File: config.mk
export PLATFORM = sky130hd
export DESIGN_NAME = switch_debounce_events
export DESIGN_NICKNAME = d
export VERILOG_FILES = /design/src/rtl/switch_debounce_events.sv
export SDC_FILE = /design/constraint.sdc
export NUM_CORES = 1
export LEC_CHECK = 0
export BUFFER_PORTS_ARGS = -buffer_cell sky130_fd_sc_hd__buf_2
export CAP_MARGIN = 20
export CORE_MARGIN = 2
export CORE_UTILIZATION = 40
export DETAILED_ROUTE_END_ITERATION = 12
export GPL_ROUTABILITY_DRIVEN = 0
export GPL_TIMING_DRIVEN = 0
export PLACE_DENSITY = 0.6
export REMOVE_ABC_BUFFERS = 1
export SETUP_SLACK_MARGIN = 0.3
export SLEW_MARGIN = 20
export SYNTH_ARGS = -nofsm -noshare
export SYNTH_HDL_FRONTEND = slang
export SYNTH_SLANG_ARGS = --single-unit
File: constraint.sdc
create_clock -name i_Clk -period 7.1 [get_ports i_Clk]
set_input_delay 1.42 -clock i_Clk [delete_from_list [all_inputs] [get_ports i_Clk]]
set_output_delay 1.42 -clock i_Clk [all_outputs]
set_load 0.01 [all_outputs]
File: src/rtl/switch_debounce_events.sv
// Switch conditioner: 2-flop sync, debounce, and press/release/long-press/held events.
// Latency DEBOUNCE_LIMIT+1 edges from first sampled level to o_Switch; event pulses are registered; no backpressure.
module switch_debounce_events #(
    parameter int DEBOUNCE_LIMIT   = 250000,
    parameter int LONG_PRESS_LIMIT = 25000000
) (
    input  logic i_Clk,
    input  logic i_Rst_L,
    input  logic i_Switch,
    output logic o_Switch,
    output logic o_Press,
    output logic o_Release,
    output logic o_Long_Press,
    output logic o_Held
);

    localparam int DW = $clog2(DEBOUNCE_LIMIT);
    localparam int HW = $clog2(LONG_PRESS_LIMIT);
    localparam logic [DW-1:0] DEB_MAX  = DW'(DEBOUNCE_LIMIT - 1);
    localparam logic [HW-1:0] HOLD_MAX = HW'(LONG_PRESS_LIMIT - 1);

    typedef enum logic [1:0] {
        IDLE    = 2'd0,
        PRESSED = 2'd1,
        HELD    = 2'd2
    } state_t;

    logic          r_Sync1;
    logic          r_Sync2;
    logic [DW-1:0] deb_cnt;
    logic [HW-1:0] hold_cnt;
    state_t        state;
    state_t        state_nxt;
    logic          deb_flip;
    logic          press_nxt;
    logic          release_nxt;
    logic          long_nxt;
    logic          hold_clr;
    logic          hold_inc;

    // A flip needs DEBOUNCE_LIMIT consecutive edges of disagreement.
    assign deb_flip = (r_Sync2 != o_Switch) && (deb_cnt == DEB_MAX);

    always_ff @(posedge i_Clk or negedge i_Rst_L) begin
        if (!i_Rst_L) begin
            r_Sync1  <= 1'b0;
            r_Sync2  <= 1'b0;
            deb_cnt  <= '0;
            o_Switch <= 1'b0;
        end else begin
            r_Sync1 <= i_Switch;
            r_Sync2 <= r_Sync1;
            if (r_Sync2 == o_Switch) begin
                deb_cnt <= '0;
            end else if (deb_flip) begin
                deb_cnt  <= '0;
                o_Switch <= ~o_Switch;
            end else begin
                deb_cnt <= deb_cnt + DW'(1);
            end
        end
    end

    always_comb begin
        state_nxt   = state;
        press_nxt   = 1'b0;
        release_nxt = 1'b0;
        long_nxt    = 1'b0;
        hold_clr    = 1'b0;
        hold_inc    = 1'b0;
        case (state)
            IDLE: begin
                if (deb_flip && !o_Switch) begin
                    state_nxt = PRESSED;
                    press_nxt = 1'b1;
                    hold_clr  = 1'b1;
                end
            end
            PRESSED: begin
                // Release takes priority over reaching the long-press threshold.
                if (deb_flip) begin
                    state_nxt   = IDLE;
                    release_nxt = 1'b1;
                end else if (hold_cnt == HOLD_MAX) begin
                    state_nxt = HELD;
                    long_nxt  = 1'b1;
                end else begin
                    hold_inc = 1'b1;
                end
            end
            HELD: begin
                if (deb_flip) begin
                    state_nxt   = IDLE;
                    release_nxt = 1'b1;
                end
            end
            default: state_nxt = IDLE;
        endcase
    end

    always_ff @(posedge i_Clk or negedge i_Rst_L) begin
        if (!i_Rst_L) begin
            state        <= IDLE;
            hold_cnt     <= '0;
            o_Press      <= 1'b0;
            o_Release    <= 1'b0;
            o_Long_Press <= 1'b0;
            o_Held       <= 1'b0;
        end else begin
            state        <= state_nxt;
            o_Press      <= press_nxt;
            o_Release    <= release_nxt;
            o_Long_Press <= long_nxt;
            o_Held       <= (state_nxt == HELD);
            if (hold_clr) begin
                hold_cnt <= '0;
            end else if (hold_inc) begin
                hold_cnt <= hold_cnt + HW'(1);
            end
        end
    end

endmodule
# == Word-level counts from Yosys, hierarchy flattened ==
# Index checks and enable logic that the tools add are counted.
# totals
reg_bits,52
elab_cells,47
# op_classes
add_sub_neg,2
n_eq_ne,7
n_mux,19
n_bitwise,2
reduce_logical,7
# op_table
cell,count
2-to-1 mux 25 bit,2
2-to-1 mux 18 bit,2
adder 25 x 1 -> 25 bit (second input constant),1
== test 25 bit (second input constant),1
adder 18 x 1 -> 18 bit (second input constant),1
== test 18 bit (second input constant),1
2-to-1 mux 1 bit,10
2-to-1 mux 2 bit,4
one-hot mux 2 bit (3 select lines),1
== test 2 bit (second input constant),2
== test 2 x 1 -> 1 bit (second input constant),1
logical AND 1 bit,2
zero test 2 bit,1
NOT 1 bit,2
AND reduction 2 bit,1
nonzero test 2 bit,1
OR reduction 2 bit,1
== test 1 bit,1
zero test 1 bit,1
inequality test 1 bit,1

# == Longest topological paths before layout ==
# logic_depth
ltp_word,6
mapped_depth,9
depth_no_buf,7

# == Least setup slack after synthesis ==
# Ideal clock, no wire load.
# synth_timing
path_type,register to register
from,register deb_cnt[4]
to,register hold_cnt[0]
setup_ns,0.128
arrival_ns,2.104
required_time_ns,6.972
path_slack_ns,4.868
stages_incl_launch_ff,8
cell_sequence,dfrtp_1 buf_6 or4_4 or4_4 o21ai_4 buf_6 nor2_1 mux2i_1
# synth_between
elab_chain_len,6
elab_cells_between_ends,9
classes_between,1 x eq/ne; 5 x mux; 3 x reduce/logical
# synth_rtl
element,line_no,rtl
from (decl),30,logic [DW-1:0] deb_cnt;
from (signal assigned),59,deb_cnt <= deb_cnt + DW'(1);
== test 18 bit (*),42,assign deb_flip = (r_Sync2 != o_Switch) && (deb_cnt == DEB_MAX);
logical AND 1 bit (*),42,
logical AND 1 bit,73,if (deb_flip && !o_Switch) begin
2-to-1 mux 1 bit,73,
2-to-1 mux 1 bit,71,case (state)
2-to-1 mux 25 bit or nonzero test 2 bit (tied branches),--,
to (signal assigned),118,hold_cnt <= hold_cnt + HW'(1);
to (decl),31,logic [HW-1:0] hold_cnt;
# Every way passes the cells marked *; elsewhere a longest branch is shown, timed or not.
# A chain may end at the register's enable or synchronous reset.

# == Worst setup path after layout ==
# layout_timing
from,register deb_cnt[5]
to,register hold_cnt[19]
# The elaborated chain is that of the path after synthesis.

==> impl_results.md <==
- Routed WL per cell: between 10 and 15 um
- P_leak: 0.00119 uW
- Final Max Slew Viols: 0
- Sequential element share of the synthesized area: 46.3%
- Pre-antenna DRT Iters: 4
- Grt ovf: 0
- Final clock skew: 0.00410 ns
- Via count: ~2200
- Dpl ws: about 4.6 ns
- Wire length on met2: ~2.5 mm
- Die X: 87.8 um
- Drt drc: 0
- CTS Hold Bufs: 0
- First-pass GRT wire length: 9.88 mm
- Die area: ~7700 sq um
- Worst Path Class, Setup: register to register
- Post-synth EDFFs: 0
- Fin crit period: around 2.6 ns
- IO Pins: 8
- Worst EP required: 7.25 ns
- Util after Layout: 43.8%
- HP Class: register to register
- Cell Area, Synth: 2810 sq um
- Post-synth ARST share: 100%
- Worst EP arrival: 2.70 ns
- #FFs+latches synth: 52
- Final Setup Violations: 0
- Antenna viol nets, final: 0
- Top FF cell, synth: dfrtp_1
- WL met3: 141 um
- Final period utilization: 35.9%
- P&R area growth vs syn: 5.88%
- Initial antenna violation count: 0
- Worst Tran Pin Value: 0.982 ns
- Die H: around 90 um
- Max Fclk: 392 MHz
- ANT cells: 0
- Worst setup margin: around 4.5 ns
- Max_cap viols: 0
- Tot GR Track Use: 16.4%
- CP endpoint kind: register
- Num CTS Buffers: 5
- Clk slew on worst S/H paths: 0.09 ns
- Peak VDD IR: 0.0000805 V
- Vias in the first global route: 2014
- Number of port buffers: 7
- Aggregate routed wire length: 5.68 mm
- Setup Fix Bufs, Post-CTS: 0
- Clk buf depth: 2
- Clk Latency, worst-skew pair: 0.31 ns
- Final hold violations: 0
- Outcome: completed
- Syn avg cell area: 9.52 sq um
- Vias per cell: roughly 5.5
- Worst-path maximum fanout: 12
- Final HPWL DP: 3.73 mm
- P per Cell Area: roughly 160 nW/um^2
- Worst Setup Start Kind: register
- Post-Syn Instances: 295
- Met1 WL: just under 3 mm
- Initial core utilization: 41.3%
- Sum of negative setup slack: 0 ns
- Placement row count: 30
- # clock sinks: 52
- Number of synthesis warnings: 0
- Largest net degree at the start of global routing: 53
- Filler Cell Count: between 600 and 700
- CTS tree: yes
- Netlist cell types: 41
- RSZ-0062 raised after global routing: false
- Post_cts resized: 0
- Top Layer Used: met4
- Initial drt markers: 166
- Core area: 6790 sq um
- Relative slew slack: 34.3%
- Hold Slack: between 0.3 and 0.4 ns
- Nets: 304
- H-tree depth: 2
- CTS root buf: clkbuf_8
- Layout cell share with drive strength beyond 1: 6.10%
## path summary, 6_finish.rpt
path | from | endpoint | slack, ns | cells after the start
worst min-delay path | r_Sync1 | r_Sync2 | 0.36 | 0
worst max-delay path | deb_cnt[5] | hold_cnt[19] | 4.55 | 5
worst max register to register | deb_cnt[5] | hold_cnt[19] | 4.55 | 5
worst min register to register | r_Sync1 | r_Sync2 | 0.36 | 0
min in group asynchronous | i_Rst_L | deb_cnt[9] | 1.13 | 1
max in group asynchronous | i_Rst_L | deb_cnt[14] | 5.51 | 1
## critical path, stage by stage, from the launching register on
cell,delay (ns)
dfrtp_1,0.45
or4b_1,0.58
nor3_1,0.32
nand2_1,0.17
nor2_1,0.78
a21oi_1,0.10
## synth_stat cells (7+ instances only)
master    number  area (sq um)
nor2_1        33           124
a21oi_1       12          60.1
and3_1         7          43.8
clkbuf_1      10          37.5
nand3_1       16          80.1
nand2_1       29           109
xnor2_1       13           114
inv_1          8          30.0
mux2i_1       14           140
or4_1         10          75.1
nor3_1         9          45.0
nand4_1       12          75.1
o31ai_1       10          75.1
dfrtp_1       52          1300
## per-layer routing
layer / up-vias / GRT usage, %
met5: - / 0
met4: 0 / 5.17
met3: 6 / 2.83
met2: 31 / 24.5
met1: 1058 / 24.3
li1: 1063 / -
## placed cells by master (no fill, tap or decap), types with 4 or more instances in the layout
master    count
inv_1         8
nor3_1        9
clkbuf_8      5
nand2b_1      4
nand4_1      12
buf_2         6
nand2_1      29
ha_1          6
mux2i_1      14
nand3_1      16
nor4_1        6
xnor2_1      13
and3_1        7
and2_1        4
nor2_1       33
o31ai_1      10
dfrtp_1      52
and4_1        4
xor2_1        5
a21oi_1      12
or4_1        10
nor4b_1       4
## where the power goes
group          internal, uW  switching [uW]  total (uW)
Sequential              298            1.92         300
Combinational          2.24            8.36        10.6
Clock                  67.5            98.8         166
Total                   368             109         477
## logic make-up after synthesis
logic type	count (synthesis)	synth area share [%]
and+or+nand+nor	150	28.8
DFF	52	46.3
AOI/OAI and AO/OA	32	7.62
buffers and inverters	22	3.57
xor gates and xnor gates	18	5.61
muxes	15	5.39
adders and majority gates	6	2.67
## registers in the layout, summed over array words and instances, names as in the netlist
| register | cells |
|---|---|
| deb_cnt | 18 |
| hold_cnt | 25 |
| o_Held | 1 |
| o_Long_Press | 1 |
| o_Press | 1 |
| o_Release | 1 |
| o_Switch | 1 |
| r_Sync1 | 1 |
| r_Sync2 | 1 |
| state | 2 |
## final cells by class
class                           count  area [sq um]  area share (%)
Multi-Input combinational cell    221          1410            47.3
Sequential cell                    52          1300            43.8
Tap cell                           96           120            4.04
Clock buffer                        6          72.6            2.44
Timing Repair Buffer                7          37.5            1.26
Inverter                            8          30.0            1.01
Clock inverter                      1          5.00           0.168
## through the flow
step	cell area, sq um	total power, uW	instances
detailed placement	2900	317	384
global placement	2890	317	384
global route	2970	495	391
CTS	2970	484	391
finish	2970	477	391
floorplan	2740	309	281
Power figures use the tool's default switching activity.
